`src/rtl/comparator_arbiter_if.sv`:
```
// Bundle of requester, result and external-comparator signals for comparator_arbiter.
// The arbiter connects through the slave modport; the requester/comparator side uses master.
interface comparator_arbiter_if #(
  parameter int DATA_WIDTH = 32,
  parameter int REQ_NUMBER = 4
);
  logic [REQ_NUMBER-1:0]            req_i;
  logic [REQ_NUMBER*DATA_WIDTH-1:0] data_0_i;
  logic [REQ_NUMBER*DATA_WIDTH-1:0] data_1_i;
  logic [REQ_NUMBER-1:0]            gnt_o;
  logic [REQ_NUMBER-1:0]            done_o;
  logic                             equal_o;
  logic                             greater_o;
  logic                             lower_o;
  logic                             busy_o;
  logic                             error_o;
  logic [DATA_WIDTH-1:0]            cmp_data_0_o;
  logic [DATA_WIDTH-1:0]            cmp_data_1_o;
  logic                             cmp_equal_i;
  logic                             cmp_greater_i;
  logic                             cmp_lower_i;

  modport slave (
    input  req_i, data_0_i, data_1_i, cmp_equal_i, cmp_greater_i, cmp_lower_i,
    output gnt_o, done_o, equal_o, greater_o, lower_o, busy_o, error_o,
           cmp_data_0_o, cmp_data_1_o
  );

  modport master (
    output req_i, data_0_i, data_1_i, cmp_equal_i, cmp_greater_i, cmp_lower_i,
    input  gnt_o, done_o, equal_o, greater_o, lower_o, busy_o, error_o,
           cmp_data_0_o, cmp_data_1_o
  );
endinterface

```
`src/rtl/comparator_arbiter.sv`:
```
// Round-robin arbiter that latches one requester's operands, lets an external
// comparator settle, then captures and returns its result to that requester.
//
// state  | meaning
// IDLE   | waiting for any request; grants and latches operands
// SETTLE | operands held on comparator, counting down settle time
// DONE   | result delivered; one cycle for the requester to drop req
module comparator_arbiter #(
  parameter int DATA_WIDTH    = 32,
  parameter int REQ_NUMBER    = 4,
  parameter int SETTLE_CYCLES = 1
) (
  input logic clk_i,
  input logic a_rst_n_i,
  comparator_arbiter_if.slave bus
);
  localparam int PTR_W = (REQ_NUMBER > 1) ? $clog2(REQ_NUMBER) : 1;
  localparam int CNT_W = (SETTLE_CYCLES > 1) ? $clog2(SETTLE_CYCLES) : 1;
  localparam logic [CNT_W-1:0]      CNT_LOAD = CNT_W'(SETTLE_CYCLES - 1);
  localparam logic [PTR_W-1:0]      PTR_RST  = PTR_W'(REQ_NUMBER - 1);
  localparam logic [REQ_NUMBER-1:0] ONE      = REQ_NUMBER'(1);

  typedef enum logic [1:0] {IDLE, SETTLE, DONE} state_t;

  state_t                  state, state_nxt;
  logic [PTR_W-1:0]        ptr, ptr_nxt, sel, cand;
  logic                    sel_vld;
  logic [CNT_W-1:0]        cnt, cnt_nxt;
  logic [REQ_NUMBER-1:0]   gnt_nxt, done_nxt;
  logic [DATA_WIDTH-1:0]   d0_nxt, d1_nxt;
  logic                    eq_nxt, gt_nxt, lt_nxt, err_nxt;
  logic                    res_onehot;

  // Lowest offset from ptr+1 wins, so the loop runs downward and the last hit sticks.
  always_comb begin
    sel     = ptr;
    sel_vld = 1'b0;
    cand    = ptr;
    for (int i = REQ_NUMBER; i >= 1; i--) begin
      cand = PTR_W'((int'(ptr) + i) % REQ_NUMBER);
      if (bus.req_i[cand]) begin
        sel     = cand;
        sel_vld = 1'b1;
      end
    end
  end

  assign res_onehot = {bus.cmp_equal_i, bus.cmp_greater_i, bus.cmp_lower_i}
                      inside {3'b100, 3'b010, 3'b001};

  always_comb begin
    state_nxt = state;
    ptr_nxt   = ptr;
    cnt_nxt   = cnt;
    gnt_nxt   = '0;
    done_nxt  = '0;
    d0_nxt    = bus.cmp_data_0_o;
    d1_nxt    = bus.cmp_data_1_o;
    eq_nxt    = bus.equal_o;
    gt_nxt    = bus.greater_o;
    lt_nxt    = bus.lower_o;
    err_nxt   = bus.error_o;
    case (state)
      IDLE: begin
        if (sel_vld) begin
          state_nxt = SETTLE;
          ptr_nxt   = sel;
          cnt_nxt   = CNT_LOAD;
          gnt_nxt   = ONE << sel;
          d0_nxt    = bus.data_0_i[int'(sel)*DATA_WIDTH +: DATA_WIDTH];
          d1_nxt    = bus.data_1_i[int'(sel)*DATA_WIDTH +: DATA_WIDTH];
        end
      end
      SETTLE: begin
        if (cnt == '0) begin
          state_nxt = DONE;
          done_nxt  = ONE << ptr;
          eq_nxt    = bus.cmp_equal_i;
          gt_nxt    = bus.cmp_greater_i;
          lt_nxt    = bus.cmp_lower_i;
          err_nxt   = bus.error_o | ~res_onehot;
        end else begin
          cnt_nxt = cnt - 1'b1;
        end
      end
      DONE:    state_nxt = IDLE;
      default: state_nxt = IDLE;
    endcase
  end

  always_ff @(posedge clk_i or negedge a_rst_n_i) begin
    if (!a_rst_n_i) begin
      state            <= IDLE;
      ptr              <= PTR_RST;
      cnt              <= '0;
      bus.gnt_o        <= '0;
      bus.done_o       <= '0;
      bus.cmp_data_0_o <= '0;
      bus.cmp_data_1_o <= '0;
      bus.equal_o      <= 1'b0;
      bus.greater_o    <= 1'b0;
      bus.lower_o      <= 1'b0;
      bus.error_o      <= 1'b0;
    end else begin
      state            <= state_nxt;
      ptr              <= ptr_nxt;
      cnt              <= cnt_nxt;
      bus.gnt_o        <= gnt_nxt;
      bus.done_o       <= done_nxt;
      bus.cmp_data_0_o <= d0_nxt;
      bus.cmp_data_1_o <= d1_nxt;
      bus.equal_o      <= eq_nxt;
      bus.greater_o    <= gt_nxt;
      bus.lower_o      <= lt_nxt;
      bus.error_o      <= err_nxt;
    end
  end

  assign bus.busy_o = (state != IDLE);
endmodule

```
`src/flat_wrapper.sv`:
```
// flat-port wrapper written by rule: the top's interface ports become plain ports
module comparator_arbiter_flat 
#(
  parameter int DATA_WIDTH    = 32,
  parameter int REQ_NUMBER    = 4,
  parameter int SETTLE_CYCLES = 1
)
  (clk_i, a_rst_n_i, bus_req_i, bus_data_0_i, bus_data_1_i, bus_cmp_equal_i, bus_cmp_greater_i, bus_cmp_lower_i, bus_gnt_o, bus_done_o, bus_equal_o, bus_greater_o, bus_lower_o, bus_busy_o, bus_error_o, bus_cmp_data_0_o, bus_cmp_data_1_o);
  comparator_arbiter_if #(.DATA_WIDTH(DATA_WIDTH), .REQ_NUMBER(REQ_NUMBER)) bus_i ();
  input logic clk_i;
  input logic a_rst_n_i;
  input wire logic [$bits(bus_i.req_i)-1:0] bus_req_i;
  input wire logic [$bits(bus_i.data_0_i)-1:0] bus_data_0_i;
  input wire logic [$bits(bus_i.data_1_i)-1:0] bus_data_1_i;
  input wire logic [$bits(bus_i.cmp_equal_i)-1:0] bus_cmp_equal_i;
  input wire logic [$bits(bus_i.cmp_greater_i)-1:0] bus_cmp_greater_i;
  input wire logic [$bits(bus_i.cmp_lower_i)-1:0] bus_cmp_lower_i;
  output wire logic [$bits(bus_i.gnt_o)-1:0] bus_gnt_o;
  output wire logic [$bits(bus_i.done_o)-1:0] bus_done_o;
  output wire logic [$bits(bus_i.equal_o)-1:0] bus_equal_o;
  output wire logic [$bits(bus_i.greater_o)-1:0] bus_greater_o;
  output wire logic [$bits(bus_i.lower_o)-1:0] bus_lower_o;
  output wire logic [$bits(bus_i.busy_o)-1:0] bus_busy_o;
  output wire logic [$bits(bus_i.error_o)-1:0] bus_error_o;
  output wire logic [$bits(bus_i.cmp_data_0_o)-1:0] bus_cmp_data_0_o;
  output wire logic [$bits(bus_i.cmp_data_1_o)-1:0] bus_cmp_data_1_o;
  assign bus_i.req_i = bus_req_i;
  assign bus_i.data_0_i = bus_data_0_i;
  assign bus_i.data_1_i = bus_data_1_i;
  assign bus_i.cmp_equal_i = bus_cmp_equal_i;
  assign bus_i.cmp_greater_i = bus_cmp_greater_i;
  assign bus_i.cmp_lower_i = bus_cmp_lower_i;
  assign bus_gnt_o = bus_i.gnt_o;
  assign bus_done_o = bus_i.done_o;
  assign bus_equal_o = bus_i.equal_o;
  assign bus_greater_o = bus_i.greater_o;
  assign bus_lower_o = bus_i.lower_o;
  assign bus_busy_o = bus_i.busy_o;
  assign bus_error_o = bus_i.error_o;
  assign bus_cmp_data_0_o = bus_i.cmp_data_0_o;
  assign bus_cmp_data_1_o = bus_i.cmp_data_1_o;
  comparator_arbiter #(.DATA_WIDTH(DATA_WIDTH), .REQ_NUMBER(REQ_NUMBER), .SETTLE_CYCLES(SETTLE_CYCLES)) u_core (.clk_i(clk_i), .a_rst_n_i(a_rst_n_i), .bus(bus_i));
endmodule
```
`config.mk`:
```
export PLATFORM = sky130hd
export DESIGN_NAME = comparator_arbiter_flat
export DESIGN_NICKNAME = d
export VERILOG_FILES = /design/src/rtl/comparator_arbiter_if.sv /design/src/rtl/comparator_arbiter.sv /design/src/flat_wrapper.sv
export SDC_FILE = /design/constraint.sdc
export NUM_CORES = 1
export LEC_CHECK = 0
export ABC_CLOCK_PERIOD_IN_PS = 3300
export CAP_MARGIN = 20
export CORE_AREA = 2 2 132 134
export CTS_CLUSTER_DIAMETER = 30
export DETAILED_ROUTE_END_ITERATION = 10
export DIE_AREA = 0 0 134 136
export HOLD_SLACK_MARGIN = 0.08
export MAX_ROUTING_LAYER = met4
export PLACE_DENSITY = 0.76
export SLEW_MARGIN = 10
export SYNTH_ARGS = -nofsm -noshare
export SYNTH_HDL_FRONTEND = slang
export SYNTH_SLANG_ARGS = --single-unit
```
`constraint.sdc`:
```
create_clock -name clk_i -period 3.3 [get_ports clk_i]
set_clock_uncertainty 0.05 [all_clocks]
set_input_delay 0.33 -clock clk_i [delete_from_list [all_inputs] [get_ports clk_i]]
set_output_delay 0.33 -clock clk_i [all_outputs]
set_load 0.01 [all_outputs]
```
# After elaboration in Yosys (flattened, before gate mapping)

Index checks and enable logic that the tools add are counted.

Output and inout port bits: 77
Flip-flop bits (word level): 81
Bits of input ports: 265
Logic and storage cells: 67

Reduce and logical (&&, ||, !) cells: 8
Eq/ne operators: 6
Shifts and indexed selects: 4
Multiplexer cells: 26
$add $sub $neg: 5
Magnitude comparators: 4
Bitwise gates (word level): 3

Operators with widths:

| cell                                                  | number |
|---|---|
| variable part select 128 x 8 -> 32 bit                | 2 |
| 2-to-1 mux 4 bit                                      | 4 |
| < comparator 2 x 3 -> 1 bit, second input constant    | 4 |
| 2-to-1 mux 2 bit                                      | 6 |
| 2-to-1 mux 1 bit                                      | 10 |
| binary-select mux 1 bit (select 2 bit)                | 4 |
| AND reduction 2 bit                                   | 4 |
| left shift 1 x 2 -> 4 bit, first input constant       | 2 |
| adder 2 x 1 -> 2 bit, second input constant           | 2 |
| adder 2 bit, second input constant                    | 2 |
| case mux 2 bit (2 select lines)                       | 1 |
| nonzero test 2 bit                                    | 2 |
| == test 3 x 1 -> 1 bit, second input constant         | 1 |
| == test 3 x 2 -> 1 bit, second input constant         | 1 |
| == test 3 bit, second input constant                  | 1 |
| nonzero test 3 bit                                    | 1 |
| == test 2 x 1 -> 1 bit, second input constant         | 1 |
| zero test 2 bit                                       | 1 |
| inequality test 2 x 1 -> 1 bit, second input constant | 1 |
| inequality test 2 bit, second input constant          | 1 |
| inverter 1 bit                                        | 2 |
| case mux 1 bit (2 select lines)                       | 1 |
| bitwise OR 1 bit                                      | 1 |
| subtractor 1 bit, second input constant               | 1 |

# Logic depth before layout (Yosys ltp)

Gate-level depths: netlist of the first run.

Depth after elaboration: 10
Depth in mapped cells: 11
Depth with buffers taken out: 7

# Least setup slack after synthesis of the first run

No wires, ideal clock.

Path type: register to register
From: register u_core.ptr[1]
To: register u_core.bus.cmp_data_0_o[26] (netlist bit)
Data required time: 3.104 ns
Stages on the path, launching flop included: 11
Arrival: 2.422 ns
Library setup time: 0.146 ns
Path buffers: 4
Path slack: 0.682 ns
Path through: dfstp_2 -> buf_2 -> inv_1 -> ha_1 -> mux2_1 -> o311ai_1 -> or2_1 -> clkbuf_1 -> buf_4 -> buf_4 -> o221ai_2

Cells in the longest elaborated chain, start to end: 8
Elaborated cells on any way between the ends: 22
Those cells by class: 4 x add/sub; 1 x shift; 16 x mux; 1 x reduce/logical

Ends and longest elaborated chain:

| element                                                                              | line                        | text |
|---|---|---|
| start: declaration                                                                   | comparator_arbiter.sv:26    | `logic [PTR_W-1:0] ptr, ptr_nxt, sel, cand;` |
| start signal: assignment                                                             | comparator_arbiter.sv:106   | `ptr <= ptr_nxt;` |
| adder 2 x 1 -> 2 bit                                                                 | comparator_arbiter.sv:40    | `cand = PTR_W'((int'(ptr) + i) % REQ_NUMBER);` |
| binary-select mux 1 bit (select 2 bit)                                               | comparator_arbiter.sv:41    | `if (bus.req_i[cand]) begin` |
| 2-to-1 mux 1 bit (implied by the code)                                               | comparator_arbiter.sv:41    |  |
| 2-to-1 mux 2 bit / 2-to-1 mux 1 bit (equally long branches) (4 in series)            | comparator_arbiter.sv:41    |  |
| variable part select 128 x 8 -> 32 bit / AND reduction 2 bit (equally long branches) | n/a                         |  |
| end signal: assignment                                                               | comparator_arbiter.sv:110   | `bus.cmp_data_0_o <= d0_nxt;` |
| end: declaration                                                                     | comparator_arbiter_if.sv:26 | `cmp_data_0_o, cmp_data_1_o` |

Several ways; a longest one is shown, not always the timed one. The select of a mux whose other input is x is not followed.
A chain may end at the register's enable or synchronous reset.

# Final worst setup path of the first run

From: register u_core.ptr[1]
To: register u_core.bus.cmp_data_1_o[3] (netlist bit)

Cells in the longest elaborated chain, start to end: 8
Elaborated cells on any way between the ends: 22
Those cells by class: 4 x add/sub; 1 x shift; 16 x mux; 1 x reduce/logical

Ends and longest elaborated chain:

| element                                                                              | line                        | text |
|---|---|---|
| adder 2 x 1 -> 2 bit                                                                 | comparator_arbiter.sv:40    |  |
| binary-select mux 1 bit (select 2 bit)                                               | comparator_arbiter.sv:41    |  |
| 2-to-1 mux 1 bit (implied by the code)                                               | comparator_arbiter.sv:41    |  |
| 2-to-1 mux 2 bit / 2-to-1 mux 1 bit (equally long branches) (4 in series)            | comparator_arbiter.sv:41    |  |
| variable part select 128 x 8 -> 32 bit / AND reduction 2 bit (equally long branches) | n/a                         |  |
| end signal: assignment                                                               | comparator_arbiter.sv:111   | `bus.cmp_data_1_o <= d1_nxt;` |
| end: declaration                                                                     | comparator_arbiter_if.sv:26 |  |

Several ways; a longest one is shown, not always the timed one. The select of a mux whose other input is x is not followed.

==> results.md, run 1 <==
* Run status: finished clean
* Nets at around 1000
* Power per standard cell area at 908 mW/mm²
* Post-DRT Antenna Nets at 0
* Netlist cell types at 37
* GR met1 Demand/Resource at 0.224
* TritonCTS buffer count at 9
* Root buffer cell: clkbuf_16
* GRT Overall Usage at 0.190
* Lkg Pwr at 3.88 nW
* GPL Wtd Cong at between 0.8 and 0.9
* Largest net degree at the start of global routing at between 80 and 90
* Antenna diodes at 0
* Final Hold Slack at about 0.4 ns
* Post-DR wirelength/cell at roughly 18 µm
* Std cell rows at 48
* DP HPWL at roughly 13000 µm
* Clk slew on worst S/H paths at about 0.060 ns
* Busiest grt layer: met2
* Area of the core at 0.0169 mm²
* Crit path launch type: register
* First-pass GRT wire length at ~26000 µm
* FMAX at 358 MHz
* Final Cycle Share at 0.846
* Relative slew margins at 0.477
* Synth async-reset ratio at 1.00
* CP arrival at between 2 and 3 ns
* Most frequent cell after synthesis: mux2i_1
* Post-route DRC at 0
* H-tree levels at 3
* Port Buffers at 341
* Max stage delay on crit path at around 0.64 ns
* Part of the Yosys area used for sequential elements at 0.392
* Share of post-route cells with drive strength above 1 at 0.115
* Crit-path cells: inv_1, ha_1, mux2_1, o21ai_1, o311ai_1, nand2_4, buf_4, o221ai_1
* Required time of the critical path at about 3.4 ns
* Pre-Repair DR Iteration Count at 5
* P&R area growth vs syn at 75.1%
* Clock latency on the worst-skew pair at ~0.33 ns
* Post-synth EDFFs at 0
* Mean Syn Cell Area at 12.0 µm²
* Hold crit path type: reg -> reg
* Met3 usage at 0.0485
* Yosys warns at 0
* Initial antenna violation count at 0
* RSZ-0062 raised after global routing: no
* Via count at 4697
* Die width at between 100 and 150 µm
* VDD IR-drop max at around 0.44 mV
* Grt ovf at 0
* R2r setup slk at approximately 0.5 ns
* GR Util met2 at 0.322
* Max cap viols at 0
* Hold Vio Cnt, Final at 0
* # IOs at ~340
* Share of the synthesized area in the top cell type at 0.382
* Delay-heaviest family, CP: flip-flops
* CTS Buffer Depth at 2
* Net Count, Synth at between 600 and 700
* Setup violations, final at 0
* Worst-Margin Slew at 0.784 ns
* Vias in the first global route at around 4900
* Number of clock sinks at 80
* 1st-iter DRT viols at about 120
* Pins Over Slew Limit at 0
* Nature of the critical path endpoint: register
* Die Span Y at about 140 µm
* Vias per inst at roughly 4.8
* Post-layout minimum cycle time at 2.79 ns
* CP max-delay cell: dfstp_2
* CTS tree: yes
* Main synth FF type: dfrtp_1
* Worst Path Class, Setup: reg -> reg
* Post-Syn Area at slightly above 0.005 mm²
* CP max FO at 38
* Routed Wire Length at ~17000 µm
* Most common library cells after synthesis: 130 x mux2i_1, 78 x dfrtp_1, 66 x nand2_1, 48 x o221ai_2, 16 x o221ai_1
* Starting Density at 0.303
* Die ar. at about 0.018 mm²
* Cell taking the most area after synthesis: dfrtp_1
* FF+latch count, synth at 80
* Fin Setup TNS at 0 ns
* Buf/Inv on CP at 2
* Syn Inst Count at 425
* Synth top area cells: dfrtp_1 38%, mux2i_1 25%, o221ai_2 14%
what timing repair did:
| item | CTS | global route |
|---|---|---|
| setup buffers | 0 | 0 |
| hold buffers | 0 | 1 |
| hold endpoints to repair | 0 | 30 |
| resized for setup | 0 | 0 |
| setup endpoints to repair | 0 | 0 |
cell usage in the layout, fill, tap and decap left out, types with 2 or more instances in the layout:
cell type        instances
clkdlybuf4s50_1        340
mux2i_1                130
clkinv_2                 2
o21ai_1                  2
inv_2                    2
o221ai_1                16
nor2_1                   5
mux2_2                   3
ha_1                     4
o21ai_0                  3
clkbuf_16                9
nand2_1                 65
bufinv_16                2
and2_1                   4
mux2_1                   2
nand2b_1                 2
inv_1                    3
dfstp_2                  2
o221ai_2                48
a21oi_1                  2
clkinv_4                 3
buf_4                    6
dfrtp_1                 78
buf_12                   5
cell families (layout without fill, tap and decap cells):
family,after synthesis,after routing,synth area share
flip-flops,80,80,0.392
adder cells (fa/ha/maj),4,4,0.00980
buffers and inverters,44,374,0.0781
AND/OR/NAND/NOR,84,84,0.0678
multiplexers,135,135,0.266
AO/OA/AOI/OAI,77,77,0.184
XOR/XNOR,1,1,0.00171
report_power, final:
| part | switching (mW) | internal, mW |
|---|---|---|
| Sequential | 0.272 | 1.49 |
| Combinational | 2.60 | 2.68 |
| Clock | 0.429 | 0.664 |
| Total | 3.30 | 4.83 |
per-stage QoR:
stage          setup WS [ns]  total power, mW   util  cell area, µm²  cells
2_1_floorplan          0.682             5.53      -            5110    425
3_3_place_gp           0.525             7.03  0.509            8590    962
3_5_place_dp           0.475             7.10  0.509            8590    962
4_1_cts                0.484             8.23  0.528            8910    978
5_1_grt                0.354             8.63  0.530            8950    980
6_report               0.509             8.12  0.530            8950    980
state kept, by name, indices dropped and copies added (netlist names):
| register | count |
|---|---|
| u_core.bus.greater_o | 1 |
| u_core.state | 2 |
| u_core.bus.done_o | 4 |
| u_core.bus.cmp_data_0_o | 32 |
| u_core.bus.error_o | 1 |
| u_core.ptr | 2 |
| u_core.bus.equal_o | 1 |
| u_core.bus.gnt_o | 4 |
| u_core.bus.lower_o | 1 |
| u_core.bus.cmp_data_1_o | 32 |
layer usage:
layer  wire (µm)  up-vias
met3        1410       15
li1            -     2251
met4         220        0
met2        8660      227
met1        7060     2204
met5           0        -
path summary, 6_finish.rpt:
kind | start | to | cells past startpoint
setup / recovery | u_core.ptr[1] | u_core.bus.cmp_data_1_o[3] | 8
hold / removal | u_core.bus.error_o | u_core.bus.error_o | 1
setup reg to reg | u_core.ptr[1] | u_core.bus.cmp_data_1_o[3] | 8
hold reg to reg | u_core.bus.error_o | u_core.bus.error_o | 1
max in group asynchronous | a_rst_n_i | u_core.ptr[1] | 3
min in group asynchronous | a_rst_n_i | u_core.bus.cmp_data_1_o[27] | 2
layout make-up:
| type | count | area [µm²] |
|---|---|---|
| fillers | 1497 | 7930 |
| well taps | 225 | 282 |
| multi-input cells | 301 | 2730 |
| clock inverters | 7 | 96.3 |
| clock buffers | 9 | 225 |
| flip-flops and latches | 80 | 2000 |
| repair buffers | 353 | 3590 |
| inverters | 5 | 18.8 |
No activity file was read; power rests on OpenSTA's default activity.
==> inputs of run 2 (changes only) <==
Settings changed: ABC_CLOCK_PERIOD_IN_PS 3300 to 2600.
Clock period 3.3 ns to 2.6 ns, I/O delays scaled along.
==> run 2 against run 1 <==
Effect of this change: critical path type unchanged; final cell count rose by 2.0%; non-clock buffer count rose by 20; worst setup slack got worse by 0.36 ns; total power rose by 34%.
==> results.md, run 2 (same netlist as run 1, synthesis figures left out) <==
* Switch share at 0.397 (-0.00883)
* Routed Wire Length at 17600 µm (+1.6%)
* Fill cells at 1512 (+1.0%)
* Largest regs: u_core.bus.cmp_data_0_o (32), u_core.bus.cmp_data_1_o (32)
* FMAX at 408 MHz (+14%)
* Switching pwr at 4.31 mW (+31%)
* Leading cell type in the layout, fill and taps excluded: clkdlybuf4s50_1
* Nets at 1039 (+2.0%)
* Worst-Margin Slew at 0.605 ns (-0.180 ns)
* Root buffer cell: clkbuf_16
* Die width at 134 µm (unchanged)
* Setup violations, final at 0 (unchanged)
* Final Hold Slack at 0.366 ns (-0.0456 ns)
* GRT Overall Usage at 0.192 (+0.00125)
* Port Buffers at 341 (unchanged)
* Clock latency on the worst-skew pair at 0.34 ns (about the same)
* CP arrival at 2.62 ns (-0.30 ns)
* Worst Path Class, Setup: reg -> reg
* Design area at 0.00917 mm² (+2.5%)
* Std cell rows at 48 (unchanged)
* Required time of the critical path at 2.77 ns (-0.66 ns)
* First-pass GRT wire length at 26500 µm (+0.95%)
* H-tree levels at 3 (unchanged)
* Antenna diodes at 0 (unchanged)
* P&R area growth vs syn at 79.5%
* Post-route DRC at 0 (unchanged)
* Share of post-route cells with drive strength above 1 at 0.139 (+0.0241)
* Max cap viols at 0 (unchanged)
* Pre-Repair DR Iteration Count at 4 (-1)
* TritonCTS buffer count at 9 (unchanged)
* Clk slew on worst S/H paths at 0.07 ns (about the same)
* 1st-iter DRT viols at 115 (-6.5%)
* Final Cycle Share at 0.942 (+0.0962)
* Power per standard cell area at 1180 mW/mm² (+30%)
* # IOs at 342 (unchanged)
* Via count at 4841 (+3.1%)
* Combinational group share of total power at 0.669 (+0.020)
* Vias per inst at 4.84 (+1.0%)
* Clk pwr share at 0.130 (-0.005)
* RSZ-0062 raised after global routing: no
* Pins Over Slew Limit at 0 (unchanged)
* Hold crit path type: in -> async
* Reg area at 0.00200 mm² (unchanged)
* Post-DRT Antenna Nets at 0 (unchanged)
* Die ar. at 0.0182 mm² (unchanged)
* Most frequent cells in the layout: 340 x clkdlybuf4s50_1, 130 x mux2i_1, 78 x dfrtp_1
* CTS tree: yes
* Fin util at 0.543 (+0.0133)
* Initial antenna violation count at 0 (unchanged)
* GPL Wtd Cong at 0.771 (-4.5%)
* Run status: finished clean
* Largest net degree at the start of global routing at 47 (-42%)
* Flop pwr share at 0.201 (-0.015)
* Area of the multi-input gates at 0.00275 mm² (+0.60%)
* Vias in the first global route at 5057 (+4.1%)
* CTS Buffer Depth at 2 (unchanged)
* Area of the core at 0.0169 mm² (unchanged)
* Post-layout minimum cycle time at 2.45 ns (-0.342 ns)
* Relative slew margins at 0.596 (+0.119)
* Hold Vio Cnt, Final at 0 (unchanged)
* # Post-CTS Setup Buffers at 0 (unchanged)
* Number of clock sinks at 80 (unchanged)
* Placed inst area at 0.00877 mm² (+2.1%)
* CP max FO at 37 (-2.6%)
* Die Span Y at 136 µm (unchanged)
* Nature of the critical path endpoint: register
* VDD IR-drop max at 0.484 mV (+10%)
* Lkg Pwr at 4.00 nW (+3.1%)
* Power Total at 10.9 mW (+34%)
* Crit path launch type: register
* Starting Density at 0.303 (unchanged)
* Post-DR wirelength/cell at 17.6 µm (-0.48%)
* Grt ovf at 0 (unchanged)
* Int Power at 6.55 mW (+36%)
* DP HPWL at 13400 µm (+4.3%)
==> run 2: power groups by stage <==
stage	clock (mW)	sequential (mW)	combinational [mW]
global route	1.50	2.25	7.81
finish	1.41	2.18	7.27
detailed placement	0	2.20	7.13
global placement	0	2.19	7.07
CTS	1.45	2.19	7.15
floorplan	0	2.45	4.59
==> run 2: per-layer routing <==
layer	up-vias	GRT usage	wire length, µm
met1	2277	0.221	7000
met4	0	0.0496	209
met2	247	0.327	8910
met3	18	0.0570	1500
li1	2299	-	-
met5	-	-	0
==> run 2: stage by stage <==
stage | instances | setup slack [ns] | TNS, ns
global route | 1000 | 0.0159 | 0
global placement | 981 | 0.149 | 0
floorplan | 425 | -0.0115 | -0.0802
detailed placement | 981 | 0.0778 | 0
CTS | 998 | 0.0692 | 0
finish | 1000 | 0.151 | 0
==> run 2: layout make-up <==
type	instances	area share
Timing Repair Buffer	373	0.413
Multi-Input combinational cell	301	0.300
Sequential cell	80	0.219
Tap cell	225	0.0307
Clock buffer	9	0.0246
Clock inverter	7	0.0112
Inverter	5	0.00205
==> run 2: what timing repair did <==
action,4_1_cts,5_1_grt
setup endpoints to repair,0,48
hold endpoints to repair,34,0
hold buffers,1,0
resized for setup,0,2
==> run 2: path summary, 6_finish.rpt <==
kind / from / slack, ns / depth (start not counted) / end
min in group clk_i: u_core.bus.error_o / 0.42 / 1 / u_core.bus.error_o
worst max register to register: u_core.ptr[0] / 0.15 / 7 / u_core.bus.cmp_data_1_o[6]
max in group asynchronous: a_rst_n_i / 1.44 / 3 / u_core.ptr[0]
worst min-delay path: a_rst_n_i / 0.37 / 2 / u_core.bus.cmp_data_0_o[2]
worst max-delay path: u_core.ptr[0] / 0.15 / 7 / u_core.bus.cmp_data_1_o[6]
worst min register to register: u_core.bus.error_o / 0.42 / 1 / u_core.bus.error_o
==> run 2: worst max-delay path: stages (launching register included) <==
cell	delay, ns
dfstp_2	0.53
inv_2	0.07
ha_1	0.35
mux2_1	0.36
o311ai_2	0.30
or2_4	0.20
buf_12	0.25
o221ai_1	0.17
==> inputs of run 3 (changes only) <==
Settings changed: CAP_MARGIN 20 to 30, CTS_CLUSTER_SIZE set to 28, PLACE_DENSITY 0.76 to not set, PLACE_DENSITY_LB_ADDON set to 0.15.
==> run 3 against run 2 <==
Effect of this change: maximum frequency shrank 1.2%; core utilization shrank 0.33 points; wire length grew 3.8%; total power shrank 1.5%; final cell count shrank 0.10%; critical endpoint is now u_core.bus.cmp_data_1_o[4]; largest power group unchanged; highest routed layer unchanged.
==> results.md, run 3 (same netlist as run 1, synthesis figures left out) <==
* Run status: finished clean
* # IOs at 342 (unchanged)
* Largest net degree at the start of global routing at 43 (-8.5%)
* Via count at 4825 (-0.33%)
* Worst Path Class, Setup: reg -> reg
* Pins Over Slew Limit at 0 (unchanged)
* Final Cycle Share at 0.953 (+0.0111)
* Crit path launch type: register
* Pre-Repair DR Iteration Count at 4 (unchanged)
* CP max FO at 26 (-30%)
* Worst reg2reg endpoint: u_core.bus.cmp_data_1_o[4]
* # Post-CTS Setup Buffers at 0 (unchanged)
* Die ar. at 0.0182 mm² (unchanged)
* R2R Path Start: u_core.ptr[1]
* Std cell rows at 48 (unchanged)
* Area of the multi-input gates at 0.00276 mm² (+0.18%)
* Worst Setup SP: u_core.ptr[1]
* Required time of the critical path at 2.81 ns (+0.04 ns)
* Initial antenna violation count at 0 (unchanged)
* 1st-iter DRT viols at 162 (+41%)
* R2r setup slk at 0.12 ns (-0.03 ns)
* Vias per inst at 4.83 (-0.23%)
* Starting Density at 0.303 (unchanged)
* Placed inst area at 0.00878 mm² (+0.14%)
* Max cap viols at 0 (unchanged)
* Root buffer cell: clkbuf_16
* Leading cell type in the layout, fill and taps excluded: clkdlybuf4s50_1
* Worst-Margin Slew at 0.713 ns (+0.108 ns)
* CTS Buffer Depth at 2 (unchanged)
* Final Hold Slack at 0.405 ns (+0.0398 ns)
* H-tree levels at 3 (unchanged)
* Die Span Y at 136 µm (unchanged)
* Routed Wire Length at 18300 µm (+3.8%)
* Power Total at 10.7 mW (-1.5%)
* Lkg Pwr at 3.96 nW (-0.94%)
* CTS tree: yes
* Nets at 1037 (-0.19%)
* TritonCTS buffer count at 9 (unchanged)
* First-pass GRT wire length at 27900 µm (+5.2%)
* Nature of the critical path endpoint: register
* Worst-case reg-to-reg path depth at 9 (+2)
* Share of post-route cells with drive strength above 1 at 0.137 (-0.00223)
* Relative slew margins at 0.524 (-0.0725)
* Grt ovf at 0 (unchanged)
* Die width at 134 µm (unchanged)
* Critical Path End: u_core.bus.cmp_data_1_o[4]
* Most frequent cells in the layout: 340 x clkdlybuf4s50_1, 130 x mux2i_1, 78 x dfrtp_1
* FMAX at 404 MHz (-1.2%)
* GRT Overall Usage at 0.204 (+0.0124)
* GPL Wtd Cong at 0.794 (+3.0%)
* Hold Vio Cnt, Final at 0 (unchanged)
* CP arrival at 2.68 ns (+0.06 ns)
* Post-layout minimum cycle time at 2.48 ns (+0.0288 ns)
* Number of clock sinks at 80 (unchanged)
* Reg area at 0.00200 mm² (unchanged)
* VDD IR-drop max at 0.576 mV (+19%)
* Clock latency on the worst-skew pair at 0.34 ns (about the same)
* Post-DR wirelength/cell at 18.3 µm (+3.9%)
* Clk slew on worst S/H paths at 0.07 ns (about the same)
* P&R area growth vs syn at 78.4%
* Hold crit path type: in -> async
* Post-DRT Antenna Nets at 0 (unchanged)
* Post-route DRC at 0 (unchanged)
* Design area at 0.00912 mm² (-0.60%)
* DP HPWL at 14400 µm (+6.9%)
* Largest regs: u_core.bus.cmp_data_0_o (32), u_core.bus.cmp_data_1_o (32)
* Area of the core at 0.0169 mm² (unchanged)
* Vias in the first global route at 5071 (+0.28%)
* Setup violations, final at 0 (unchanged)
* Port Buffers at 341 (unchanged)
* Power per standard cell area at 1170 mW/mm² (-0.92%)
* Fill cells at 1432 (-5.3%)
[run 3: cell count changes in the layout (fill, tap and decap cells not counted), sizes merged]
cell / previous run / this run
clkinv: 3 / 2
clkinvlp: 0 / 1
diode: 0 / 1
inv: 7 / 8
bufinv: 2 / 1
clkbuf: 11 / 9
[run 3: worst min path at each step]
| stage | start | endpoint | depth (start not counted) |
|---|---|---|---|
| 2_1_floorplan | a_rst_n_i | u_core.bus.cmp_data_0_o[0] | 0 |
| 3_3_place_gp | u_core.bus.error_o | u_core.bus.error_o | 1 |
| 3_5_place_dp | a_rst_n_i | u_core.bus.lower_o | 1 |
| 4_1_cts | a_rst_n_i | u_core.bus.lower_o | 2 |
| 5_1_grt | a_rst_n_i | u_core.bus.lower_o | 2 |
| 6_report | a_rst_n_i | u_core.bus.lower_o | 2 |
[run 3: cell type report]
cell class | instances | share of cell area
flip-flops and latches | 80 | 0.220
multi-input cells | 301 | 0.302
repair buffers | 371 | 0.411
well taps | 225 | 0.0309
clock buffers | 9 | 0.0247
diodes | 1 | 0.000274
inverters | 5 | 0.00206
clock inverters | 7 | 0.00851
[run 3: repair_timing]
| action | CTS | global route |
|---|---|---|
| endpoints found under the setup margin | 0 | 33 |
| hold endpoints to repair | 39 | 0 |
| gates resized for setup | 0 | 2 |
| hold buffers | 1 | 0 |
[run 3: critical path, cell delays in order, from the launching register on]
cell,delay [ns]
dfstp_2,0.53
inv_1,0.08
ha_4,0.30
mux2_1,0.34
o21ai_1,0.14
o311ai_1,0.11
buf_4,0.17
or2_4,0.27
buf_12,0.17
o221ai_1,0.20
[run 3: metal layers]
layer  vias up  part of all wire  global-route usage
met3        18             0.063              0.0380
li1       2299                 -                   -
met2       193              0.53               0.366
met1      2315              0.39               0.229
met5         -                 0                   -
met4         0             0.015              0.0686
[run 3: power by group]
| part | internal, mW | switching, mW |
|---|---|---|
| registers | 1.88 | 0.324 |
| logic | 3.73 | 3.44 |
| clock network | 0.755 | 0.560 |
[run 3: per-stage QoR]
step	utilization	TNS, ns	instances	setup slack (ns)
after floorplan	-	-0.0802	425	-0.0115
after global placement	0.519	0	980	0.0766
after detailed placement	0.520	-0.00328	981	-0.00328
after CTS	0.539	0	998	0.0443
after global routing	0.540	-0.00604	998	-0.00436
final	0.540	0	999	0.122
